--- src/rtl/uart_packet_tx_pkg.sv ---
// Shared definitions for the packetising UART transmitter: FSM encoding,
// CRC-8 polynomial, frame widths and the byte-wide CRC helper.
package uart_packet_tx_pkg;

  typedef enum logic [3:0] {
    ST_IDLE,
    ST_REQ,
    ST_WAIT,
    ST_LOAD,
    ST_CRCLD,
    ST_START,
    ST_DATA,
    ST_PARITY,
    ST_STOP
  } tx_state_e;

  localparam logic [7:0] CRC8_POLY = 8'h07;
  localparam int DATA_BITS = 8;
  localparam int BIT_IDX_W = 3;
  localparam int COUNT_W   = 10;

  // MSB-first CRC-8 over one whole byte, no reflection and no output xor.
  function automatic logic [7:0] crc8_byte(input logic [7:0] crc, input logic [7:0] data);
    logic [7:0] c;
    c = crc ^ data;
    for (int i = 0; i < DATA_BITS; i++) begin
      c = c[7] ? ((c << 1) ^ CRC8_POLY) : (c << 1);
    end
    return c;
  endfunction

endpackage

--- src/rtl/uart_packet_tx_crc8_step.sv ---
// Combinational CRC-8 update that folds one full data byte into the running CRC.
module uart_packet_tx_crc8_step
  import uart_packet_tx_pkg::*;
(
  input  logic [7:0] crc_i,
  input  logic [7:0] data_i,
  output logic [7:0] crc_o
);

  always_comb begin
    crc_o = crc8_byte(crc_i, data_i);
  end

endmodule

--- src/rtl/uart_packet_tx.sv ---
// Pops bytes from the FIFO, sends them as UART frames and appends a CRC-8 byte
// after every PKT_LEN data bytes.
module uart_packet_tx
  import uart_packet_tx_pkg::*;
#(
  parameter int          PKT_LEN      = 512,
  parameter int          CLKS_PER_BIT = 1,
  parameter int          PARITY_EN    = 0,
  parameter logic [7:0]  CRC_INIT     = 8'h00
) (
  input  logic               clk,
  input  logic               reset,
  input  logic               enable,
  input  logic               fifo_empty,
  input  logic               fifo_busy,
  input  logic [7:0]         fifo_data,
  output logic               fifo_re,
  output logic               tx,
  output logic               busy,
  output logic               isFinish,
  output logic [COUNT_W-1:0] byte_count
);

  localparam int BAUD_W = (CLKS_PER_BIT > 1) ? $clog2(CLKS_PER_BIT) : 1;

  tx_state_e              state_q, state_d;
  logic [7:0]             shreg_q, shreg_d;
  logic                   parity_q, parity_d;
  logic [7:0]             crc_q, crc_d;
  logic [COUNT_W-1:0]     count_q, count_d;
  logic                   crc_pending_q, crc_pending_d;
  logic                   is_crc_q, is_crc_d;
  logic [BIT_IDX_W-1:0]   bit_q, bit_d;
  logic [BAUD_W-1:0]      baud_q, baud_d;
  logic                   isfinish_q, isfinish_d;

  logic [7:0] crc_next;
  logic       baud_last;
  logic       start_ok;

  uart_packet_tx_crc8_step u_crc8_step (
    .crc_i  (crc_q),
    .data_i (fifo_data),
    .crc_o  (crc_next)
  );

  assign baud_last = (baud_q == BAUD_W'(CLKS_PER_BIT - 1));
  assign start_ok  = enable && !fifo_empty && !fifo_busy;

  always_ff @(posedge clk or negedge reset) begin
    if (!reset) begin
      state_q       <= ST_IDLE;
      shreg_q       <= 8'h00;
      parity_q      <= 1'b0;
      crc_q         <= CRC_INIT;
      count_q       <= '0;
      crc_pending_q <= 1'b0;
      is_crc_q      <= 1'b0;
      bit_q         <= '0;
      baud_q        <= '0;
      isfinish_q    <= 1'b0;
    end else begin
      state_q       <= state_d;
      shreg_q       <= shreg_d;
      parity_q      <= parity_d;
      crc_q         <= crc_d;
      count_q       <= count_d;
      crc_pending_q <= crc_pending_d;
      is_crc_q      <= is_crc_d;
      bit_q         <= bit_d;
      baud_q        <= baud_d;
      isfinish_q    <= isfinish_d;
    end
  end

  always_comb begin
    state_d       = state_q;
    shreg_d       = shreg_q;
    parity_d      = parity_q;
    crc_d         = crc_q;
    count_d       = count_q;
    crc_pending_d = crc_pending_q;
    is_crc_d      = is_crc_q;
    bit_d         = bit_q;
    baud_d        = baud_q;
    isfinish_d    = 1'b0;

    case (state_q)
      ST_IDLE: begin
        if (enable && crc_pending_q) begin
          state_d = ST_CRCLD;
        end else if (start_ok) begin
          state_d = ST_REQ;
        end
      end

      ST_REQ: begin
        state_d = ST_WAIT;
      end

      ST_WAIT: begin
        if (!fifo_busy) begin
          state_d = ST_LOAD;
        end
      end

      ST_LOAD: begin
        shreg_d  = fifo_data;
        parity_d = ^fifo_data;
        crc_d    = crc_next;
        is_crc_d = 1'b0;
        baud_d   = '0;
        state_d  = ST_START;
      end

      ST_CRCLD: begin
        shreg_d       = crc_q;
        parity_d      = ^crc_q;
        is_crc_d      = 1'b1;
        crc_pending_d = 1'b0;
        baud_d        = '0;
        state_d       = ST_START;
      end

      ST_START: begin
        if (baud_last) begin
          baud_d  = '0;
          bit_d   = '0;
          state_d = ST_DATA;
        end else begin
          baud_d = baud_q + BAUD_W'(1);
        end
      end

      ST_DATA: begin
        if (baud_last) begin
          baud_d  = '0;
          shreg_d = shreg_q >> 1;
          if (bit_q == BIT_IDX_W'(DATA_BITS - 1)) begin
            state_d = (PARITY_EN != 0) ? ST_PARITY : ST_STOP;
          end else begin
            bit_d = bit_q + BIT_IDX_W'(1);
          end
        end else begin
          baud_d = baud_q + BAUD_W'(1);
        end
      end

      ST_PARITY: begin
        if (baud_last) begin
          baud_d  = '0;
          state_d = ST_STOP;
        end else begin
          baud_d = baud_q + BAUD_W'(1);
        end
      end

      ST_STOP: begin
        if (baud_last) begin
          baud_d = '0;
          if (is_crc_q) begin
            isfinish_d = 1'b1;
            crc_d      = CRC_INIT;
            count_d    = '0;
            is_crc_d   = 1'b0;
          end else if (count_q == COUNT_W'(PKT_LEN - 1)) begin
            count_d       = '0;
            crc_pending_d = 1'b1;
          end else begin
            count_d = count_q + COUNT_W'(1);
          end
          // Skipping IDLE here keeps the inter-frame gap within three cycles.
          if (!enable) begin
            state_d = ST_IDLE;
          end else if (crc_pending_d) begin
            state_d = ST_CRCLD;
          end else if (start_ok) begin
            state_d = ST_REQ;
          end else begin
            state_d = ST_IDLE;
          end
        end else begin
          baud_d = baud_q + BAUD_W'(1);
        end
      end

      default: begin
        state_d = ST_IDLE;
      end
    endcase
  end

  always_comb begin
    tx = 1'b1;
    case (state_q)
      ST_START:  tx = 1'b0;
      ST_DATA:   tx = shreg_q[0];
      ST_PARITY: tx = parity_q;
      default:   tx = 1'b1;
    endcase
  end

  assign fifo_re    = (state_q == ST_REQ);
  assign busy       = (state_q != ST_IDLE);
  assign isFinish   = isfinish_q;
  assign byte_count = count_q;

endmodule
--- config.mk ---
export PLATFORM = sky130hd
export DESIGN_NAME = uart_packet_tx
export DESIGN_NICKNAME = d
export VERILOG_FILES = /design/src/rtl/uart_packet_tx_pkg.sv /design/src/rtl/uart_packet_tx_crc8_step.sv /design/src/rtl/uart_packet_tx.sv
export SDC_FILE = /design/constraint.sdc
export NUM_CORES = 1
export LEC_CHECK = 0
export ABC_AREA = 1
export BUFFER_PORTS_ARGS = -buffer_cell sky130_fd_sc_hd__clkbuf_2
export CAP_MARGIN = 20
export CORE_UTILIZATION = 35
export CTS_CLUSTER_SIZE = 30
export DETAILED_ROUTE_END_ITERATION = 8
export GPL_TIMING_DRIVEN = 0
export PLACE_DENSITY = 0.56
export SLEW_MARGIN = 15
export SYNTH_ARGS = -nofsm -noshare
export SYNTH_HDL_FRONTEND = slang
export SYNTH_HIERARCHICAL = 1
export SYNTH_SLANG_ARGS = --single-unit
export TNS_END_PERCENT = 5
--- constraint.sdc ---
create_clock -name clk -period 2.8 [get_ports clk]
set_input_delay 0.56 -clock clk [delete_from_list [all_inputs] [get_ports clk]]
set_output_delay 0.56 -clock clk [all_outputs]
set_load 0.005 [all_outputs]
==> results of run 1 <==
stage by stage:
step                hold slack [ns]  utilization  power (µW)
finish                        0.415        0.421        2690
CTS                           0.453        0.421        2720
floorplan                     0.264            -        1950
global placement              0.463        0.407        2250
detailed placement            0.467        0.407        2280
global route                  0.479        0.421        2970
power breakdown:
part           total [µW]  internal [µW]  switching (µW)
Clock                 428            223             205
Combinational        1380            521             860
Sequential            879            711             168
Total                2690           1460            1230
Yosys cell counts (all sizes together):
master	n	share of area
nand2	151	0.23
inv	52	0.075
nor2	43	0.071
dfrtp	37	0.36
nand3	20	0.047
o21ai	18	0.036
a21oi	12	0.023
xor2	12	0.043
xnor2	11	0.043
buf	5	0.016
nor3	5	0.012
ha	3	0.014
nand4	3	0.0072
o22ai	3	0.0072
a31oi	2	0.0048
clkinv	1	0.0019
nand3b	1	0.0029
o31ai	1	0.0029
final cells by class:
cell class	instances	share of cell area
plain buffers	5	0.0145
clock buffers	7	0.0328
clock inverters	1	0.00170
flip-flops and latches	37	0.315
multi-input cells	285	0.483
repair buffers	26	0.0442
well taps	96	0.0408
inverters	53	0.0681
state kept, by name, indices dropped and copies added (netlist names):
signal,cells
bit_q,3
byte_count,10
crc_pending_q,1
crc_q,8
isFinish,1
is_crc_q,1
parity_q,1
shreg_q,8
state_q,4
per-layer routing:
metal / GRT usage / part of all wire / vias to the layer above
li1: - / - / 1239
met1: 0.213 / 0.50 / 1082
met2: 0.272 / 0.47 / 30
met3: 0.0254 / 0.023 / 3
met4: 0.0425 / 0.0043 / 0
met5: 0 / 0 / -
final timing paths:
check	startpoint	endpoint	slack (ns)	depth (start not counted)
min	reset	byte_count[6]$_DFFE_PN0P_	0.41	1
max reg2reg	byte_count[0]$_DFFE_PN0P_	byte_count[5]$_DFFE_PN0P_	1.12	10
max in group asynchronous	reset	crc_q[1]$_DFFE_PN0P_	1.78	1
min in group clk	bit_q[1]$_DFFE_PN0P_	bit_q[1]$_DFFE_PN0P_	0.48	2
max	state_q[3]$_DFFE_PN0P_	tx	0.68	7
min reg2reg	bit_q[1]$_DFFE_PN0P_	bit_q[1]$_DFFE_PN0P_	0.48	2
cell families (layout without fill, tap and decap cells):
family / count (synthesis) / in the layout
compound gates: 36 / 36
xor+xnor: 23 / 23
fa+ha+maj: 3 / 3
buf+inv: 58 / 92
flops: 37 / 37
simple gates: 223 / 223
==> results.cfg, run 1 <==
[synth]
synth-seq-area-share = 0.357
ys_warn_count = 6
yosys.area_share.adder = 0.0145
synth_mux_area_frac = 0
synth_top_family_by_area = simple AND/OR/NAND/NOR gates
synthXorXnorAreaFrac = 0.0865
synth_compound_area_frac = 0.0744
ys_ff_latch = 37
syn_nets = 396
yosys.area_share.simple = 0.373
post_synth_num_cell_types = 31
syn_area_per_cell_um2 = 6.82
syn-cell-area_um2 = 2590
syn_inst = 380

[worst_setup_path]
crit_fanout = 10
crit_path_end_kind = primary output
slowest_stage = dfrtp_1
start_kind = flop
crit_buf_inv = 3
max_stage_delay_ns = 0.45
critPathArrivalTime_ns = 1.56
crit_chain = nor2_4, nand2_4, buf_6, inv_1, nand2_1, nand4_1, clkbuf_2
critPathTopFamily = simple AND/OR/NAND/NOR gates
worst-setup-path-type = flop to primary output
cp.required_ns = 2.24

[timing]
finalCritPeriodShare = 0.759
slew_headroom = 0.347
max_clock_freq_mhz = 471
fin_crit_ns = 2.12
setup_slack_ns = 0.676
skew_ns = 0.00154
setup_viol_count_final = 0
fin_tns_setup_ns = 0
rsz0062_at_grt = no
hold_viol = 0
tightest_slew_ns = 0.979
maxSlewViolCount = 0

[detailed_routing]
post_drt_wl_per_cell_um = 11.3
antenna_left = 0
drc = 0
drt-pass1-iter-count = 4
via_per_inst = 4.62
wirelength_um = 5760
vias = 2354
drtIter0Drc = 59

[clock_tree]
postCtsSetupBuffers = 0
clockBufferDepth = 2
hold_buffers = 0
cts_tree = built
cts_htree_levels = 2
clkLatencyLatePin_ns = 0.29
cts_resized = 0
cts-root-buf = clkbuf_8
clk_pin_slew_worst_paths_ns = 0.08
numCtsBuffers = 5
cts_sinks = 37

[finish]
fill_cells = 773
final_nets = 429
instances_no_fill = 510
post-route-cell-area_um2 = 2940
most-common-layout-cells = nand2_1, inv_1, nor2_1, dfrtp_1, clkbuf_2
seqCellArea_um2 = 926
diodes = 0
syn2layout_area_growth_pct = 13.6
drive_above_1_share = 0.152
multi_input_area_um2 = 1420
final_common_cell = nand2_1

[global_routing]
track_usage = 0.160
grt_overflow = 0
first_global_vias = 2086
antenna_found_initial = 0
grt_max_degree = 38
grt_pass1_wl_um = 9580

[placement]
dp_cells = 502
io_buffers = 26
hpwl_um = 4430
post_dp_cell_area_um2 = 2840
globalplace.congestion = 0.821
pre_cts_ws_ns = 0.985

[power_and_ir_drop]
leakage_uw = 0.00156
vdd_drop_max_mv = 0.313
power.density_nw_per_um2 = 914

[run]
max_cap_viol_count = 0

[run_status]
status = complete, no violations

[floorplanning]
die_w_um = 88.0
start_util = 0.371
die_h_um = 88.0
die-area_um2 = 7750
placeableCoreArea_um2 = 6980
io_pins = 27
rows = 30

[worst_hold_path]
hold_path_class = primary input to asynchronous set/reset pin
(Power assumes the default switching activity.)
==> inputs of run 2 (changes only) <==
PLACE_DENSITY = 0.58   (was 0.56)
clock period = 1.9 ns   (was 2.8 ns; I/O delays follow)
==> run 2 against run 1 <==
Against the previous run:
- critical path type unchanged
- sequential power increased by 48%
- via count up 0.55%
- critical path depth decreased by 2
- count of clock-buffer cells in the layout unchanged
- design area increased by 0.47%
- sequential cell count stayed put
- die area stayed put
- register-to-register slack got worse by 0.85 ns
- utilization grew 0.20 points
==> results.cfg, run 2 (synthesis gave the netlist of run 1 again) <==
[worst_setup_path]
r2r_start = byte_count[0]$_DFFE_PN0P_
critPathArrivalTime_ns = 1.38
max_stage_delay_ns = 0.40
worst-setup-path-type = flop to primary output
r2r_setup_slack_ns = 0.27
crit_buf_inv = 3
critPathTopFamily = flip-flops
slowest_stage = dfrtp_1
crit_fanout = 3
cp.depth = 5
cp_common_cell = nor2_1
r2r-end = byte_count[5]$_DFFE_PN0P_
cp.required_ns = 1.52
start_kind = flop
crit_path_end = fifo_re
r2r_cells = 10
crit_chain = buf_4, nor2_1, inv_1, nor2_1, clkbuf_2
cp-startpoint = state_q[2]$_DFFE_PN0P_
crit_path_end_kind = primary output

[global_routing]
track_usage = 0.171
grt_overflow = 0
grt_max_degree = 38
antenna_found_initial = 0
first_global_vias = 2244
grt_pass1_wl_um = 10200

[timing]
fin_crit_ns = 1.76
finalCritPeriodShare = 0.924
hold_slack_ns = 0.227
slew_headroom = 0.367
setup_slack_ns = 0.144
fin_tns_setup_ns = 0
maxSlewViolCount = 0
skew_ns = 0.00266
rsz0062_at_grt = no
max_clock_freq_mhz = 570
hold_viol = 0
setup_viol_count_final = 0
tightest_slew_ns = 0.950

[clock_tree]
hold_buffers = 0
cts_sinks = 37
cts_htree_levels = 2
clkLatencyLatePin_ns = 0.29
clockBufferDepth = 2
numCtsBuffers = 5
cts-root-buf = clkbuf_8
clk_pin_slew_worst_paths_ns = 0.07
cts_tree = built

[finish]
syn2layout_area_growth_pct = 14.1
largest_reg_flops = 10
most-common-layout-cells = nand2_1, inv_1, nor2_1, dfrtp_1, clkbuf_2
final_common_cell = nand2_1
final_nets = 433
post-route-cell-area_um2 = 2960
drive_above_1_share = 0.165
diodes = 0

[floorplanning]
die_w_um = 88.0
placeableCoreArea_um2 = 6980
rows = 30
start_util = 0.371
io_pins = 27
die-area_um2 = 7750
die_h_um = 88.0

[power_and_ir_drop]
power_uw = 3960
vdd_drop_max_mv = 0.397
leakage_uw = 0.00157
power.density_nw_per_um2 = 1340

[detailed_routing]
vias = 2367
drc = 0
post_drt_wl_per_cell_um = 11.2
drt-pass1-iter-count = 6
via_per_inst = 4.61
wirelength_um = 5770
drtIter0Drc = 104
antenna_left = 0

[placement]
pre_cts_ws_ns = 0.242
post_dp_cell_area_um2 = 2840
globalplace.congestion = 0.782
hpwl_um = 4430
io_buffers = 26

[run]
max_cap_viol_count = 0

[run_status]
status = complete, no violations

[worst_hold_path]
hold_path_class = primary input to asynchronous set/reset pin
[run 2: cell type report]
type / instances / area, µm²
multi-input cells: 285 / 1420
plain buffers: 4 / 31.3
flip-flops and latches: 37 / 928
fillers: 754 / 4030
clock buffers: 7 / 86.3
inverters: 53 / 200
repair buffers: 31 / 168
well taps: 96 / 120
[run 2: worst min-delay path by stage]
| stage | from | slack (ns) | end | cells past startpoint |
|---|---|---|---|---|
| 2_1_floorplan | reset | 0.08 | bit_q[0]$_DFFE_PN0P_ | 0 |
| 3_3_place_gp | bit_q[1]$_DFFE_PN0P_ | 0.46 | bit_q[1]$_DFFE_PN0P_ | 2 |
| 3_5_place_dp | bit_q[1]$_DFFE_PN0P_ | 0.47 | bit_q[1]$_DFFE_PN0P_ | 2 |
| 4_1_cts | reset | 0.27 | byte_count[4]$_DFFE_PN0P_ | 1 |
| 5_1_grt | reset | 0.31 | state_q[1]$_DFFE_PN0P_ | 1 |
| 6_report | reset | 0.23 | byte_count[4]$_DFFE_PN0P_ | 1 |
[run 2: metrics by stage]
step	util	cells
2_1_floorplan	-	380
3_3_place_gp	0.407	502
3_5_place_dp	0.407	502
4_1_cts	0.420	510
5_1_grt	0.423	513
6_report	0.423	513
[run 2: timing repair]
action                                  CTS  global route
resized for setup                         2             3
pin swaps                                 1             2
endpoints found under the setup margin    1             1
buffers inserted                          1             4
[run 2: power breakdown]
group | total [µW] | leakage [µW] | switching, µW | internal (µW)
combinational | 2090 | 0.00105 | 1280 | 803
sequential | 1300 | 0.000469 | 251 | 1050
clock | 569 | 0.0000443 | 281 | 288
total | 3960 | 0.00157 | 1820 | 2140
[run 2: layer usage]
metal | GRT usage | vias up | wire, µm
met3 | 0.0283 | 10 | 159
met2 | 0.274 | 39 | 2590
met5 | 0 | - | 0
met4 | 0.0762 | 0 | 152
met1 | 0.227 | 1068 | 2870
li1 | - | 1250 | -
==> inputs of run 3 (changes only) <==
CAP_MARGIN = unset   (was 20)
CELL_PAD_IN_SITES_DETAIL_PLACEMENT = 1   (was unset)
CELL_PAD_IN_SITES_GLOBAL_PLACEMENT = 2   (was unset)
CORE_UTILIZATION = 30   (was 35)
PLACE_DENSITY = 0.81   (was 0.58)
==> run 3 against run 2 <==
Against the previous run:
- sequential share of layout area shrank 0.11 points
- first-iteration DRC count is 53% lower
- wire length rose by 14%
- clock skew grew 0.0032 ns
- utilization shrank 6.6 points
- global-route usage down 0.45 points
- count of clock-buffer cells in the layout unchanged
- non-clock buffer count down 3
- sequential power about the same
- sequential cell count stayed put
- die area is 16% higher
==> results.cfg, run 3 (synthesis gave the netlist of run 1 again) <==
[detailed_routing]
drc = 0
post_drt_wl_per_cell_um = 12.7
antenna_left = 0
vias = 2396
drt-pass1-iter-count = 4
wirelength_um = 6590
via_per_inst = 4.61
drtIter0Drc = 49

[clock_tree]
cts_sinks = 37
hold_buffers = 0
cts_tree = built
clkLatencyLatePin_ns = 0.30
numCtsBuffers = 5
clockBufferDepth = 2
clk_pin_slew_worst_paths_ns = 0.08
cts-root-buf = clkbuf_8
cts_htree_levels = 2

[timing]
maxSlewViolCount = 0
slew_headroom = 0.355
finalCritPeriodShare = 0.964
setup_slack_ns = 0.0677
max_clock_freq_mhz = 546
skew_ns = 0.00582
tightest_slew_ns = 0.968
setup_viol_count_final = 0
hold_viol = 0
rsz0062_at_grt = yes
fin_crit_ns = 1.83

[floorplanning]
placeableCoreArea_um2 = 8300
rows = 33
start_util = 0.312
die-area_um2 = 9010
die_w_um = 94.9
die_h_um = 94.9
io_pins = 27

[worst_setup_path]
slowest_stage = dfrtp_1
cp_common_cell = inv_2
crit_chain = inv_2, nor2_4, nand2_4, buf_6, inv_2, nand2_1, nand4_1, clkbuf_2
critPathArrivalTime_ns = 1.45
worst-setup-path-type = flop to primary output
crit_fanout = 10
cp.required_ns = 1.52
start_kind = flop
crit_path_end_kind = primary output
max_stage_delay_ns = 0.38

[finish]
post-route-cell-area_um2 = 2970
diodes = 0
final_nets = 430
final_common_cell = nand2_1
drive_above_1_share = 0.169
most-common-layout-cells = nand2_1, inv_1, nor2_1, dfrtp_1, clkbuf_2
post-route-util = 0.357
largest_reg_flops = 10
syn2layout_area_growth_pct = 14.5

[power_and_ir_drop]
power_uw = 4050
vdd_drop_max_mv = 0.400
leakage_uw = 0.00156
power.density_nw_per_um2 = 1360

[global_routing]
first_global_vias = 2502
grt_pass1_wl_um = 11600
grt_max_degree = 38
grt_overflow = 0
track_usage = 0.167
antenna_found_initial = 0

[placement]
globalplace.congestion = 0.808
hpwl_um = 5250
pre_cts_ws_ns = 0.132
io_buffers = 26
post_dp_cell_area_um2 = 2850

[run]
max_cap_viol_count = 0

[run_status]
status = complete, no violations

[worst_hold_path]
hold_path_class = primary input to asynchronous set/reset pin
## run 3: stage by stage
step / hold slack [ns] / std cells / TNS [ns]
finish: 0.228 / 520 / 0
global route: 0.319 / 520 / -0.0438
CTS: 0.274 / 520 / 0
detailed placement: 0.477 / 511 / 0
global placement: 0.459 / 511 / 0
floorplan: 0.0844 / 380 / 0
## run 3: final cells by class
class	count	area, µm²
Fill cell	1099	5330
Multi-Input combinational cell	285	1420
Sequential cell	37	928
Inverter	53	200
Timing Repair Buffer	27	138
Tap cell	105	131
Clock buffer	7	96.3
Buffer	5	42.5
Clock inverter	1	5.00
## run 3: critical path: cells and delay by family (launching register included)
family,cells,cell delay [ns]
buffers and inverters,4,0.42
flip-flops,1,0.38
AND/OR/NAND/NOR,4,0.36
## run 3: timing repair
item,4_1_cts,5_1_grt
gates resized for setup,3,3
buffers inserted,1,0
endpoints found under the setup margin,1,7
pin swaps,1,0
## run 3: power by group
part	total [µW]	internal [µW]	leakage, µW	switching (µW)
clock	631	328	0.0000542	302
sequential	1310	1050	0.000469	262
combinational	2100	786	0.00104	1320
## run 3: worst paths after layout
check                                          startpoint                   endpoint  slack (ns)  cells after the start
worst max-delay path               state_q[2]$_DFFE_PN0P_                         tx        0.07                      8
min in group clk                                   enable     state_q[2]$_DFFE_PN0P_        0.38                      3
worst max register to register  byte_count[0]$_DFFE_PN0P_  byte_count[5]$_DFFE_PN0P_        0.23                     10
worst min-delay path                                reset  byte_count[4]$_DFFE_PN0P_        0.23                      1
worst min register to register       bit_q[2]$_DFFE_PN0P_       bit_q[2]$_DFFE_PN0P_        0.49                      2
max in group asynchronous                           reset     state_q[3]$_DFFE_PN0P_        1.02                      1
## run 3: layer usage
layer / vias up / routed length, µm / global-route usage
li1: 1240 / - / -
met1: 1125 / 3190 / 0.211
met2: 24 / 3180 / 0.291
met3: 7 / 112 / 0.0217
met4: 0 / 104 / 0.0530
met5: - / 0 / 0
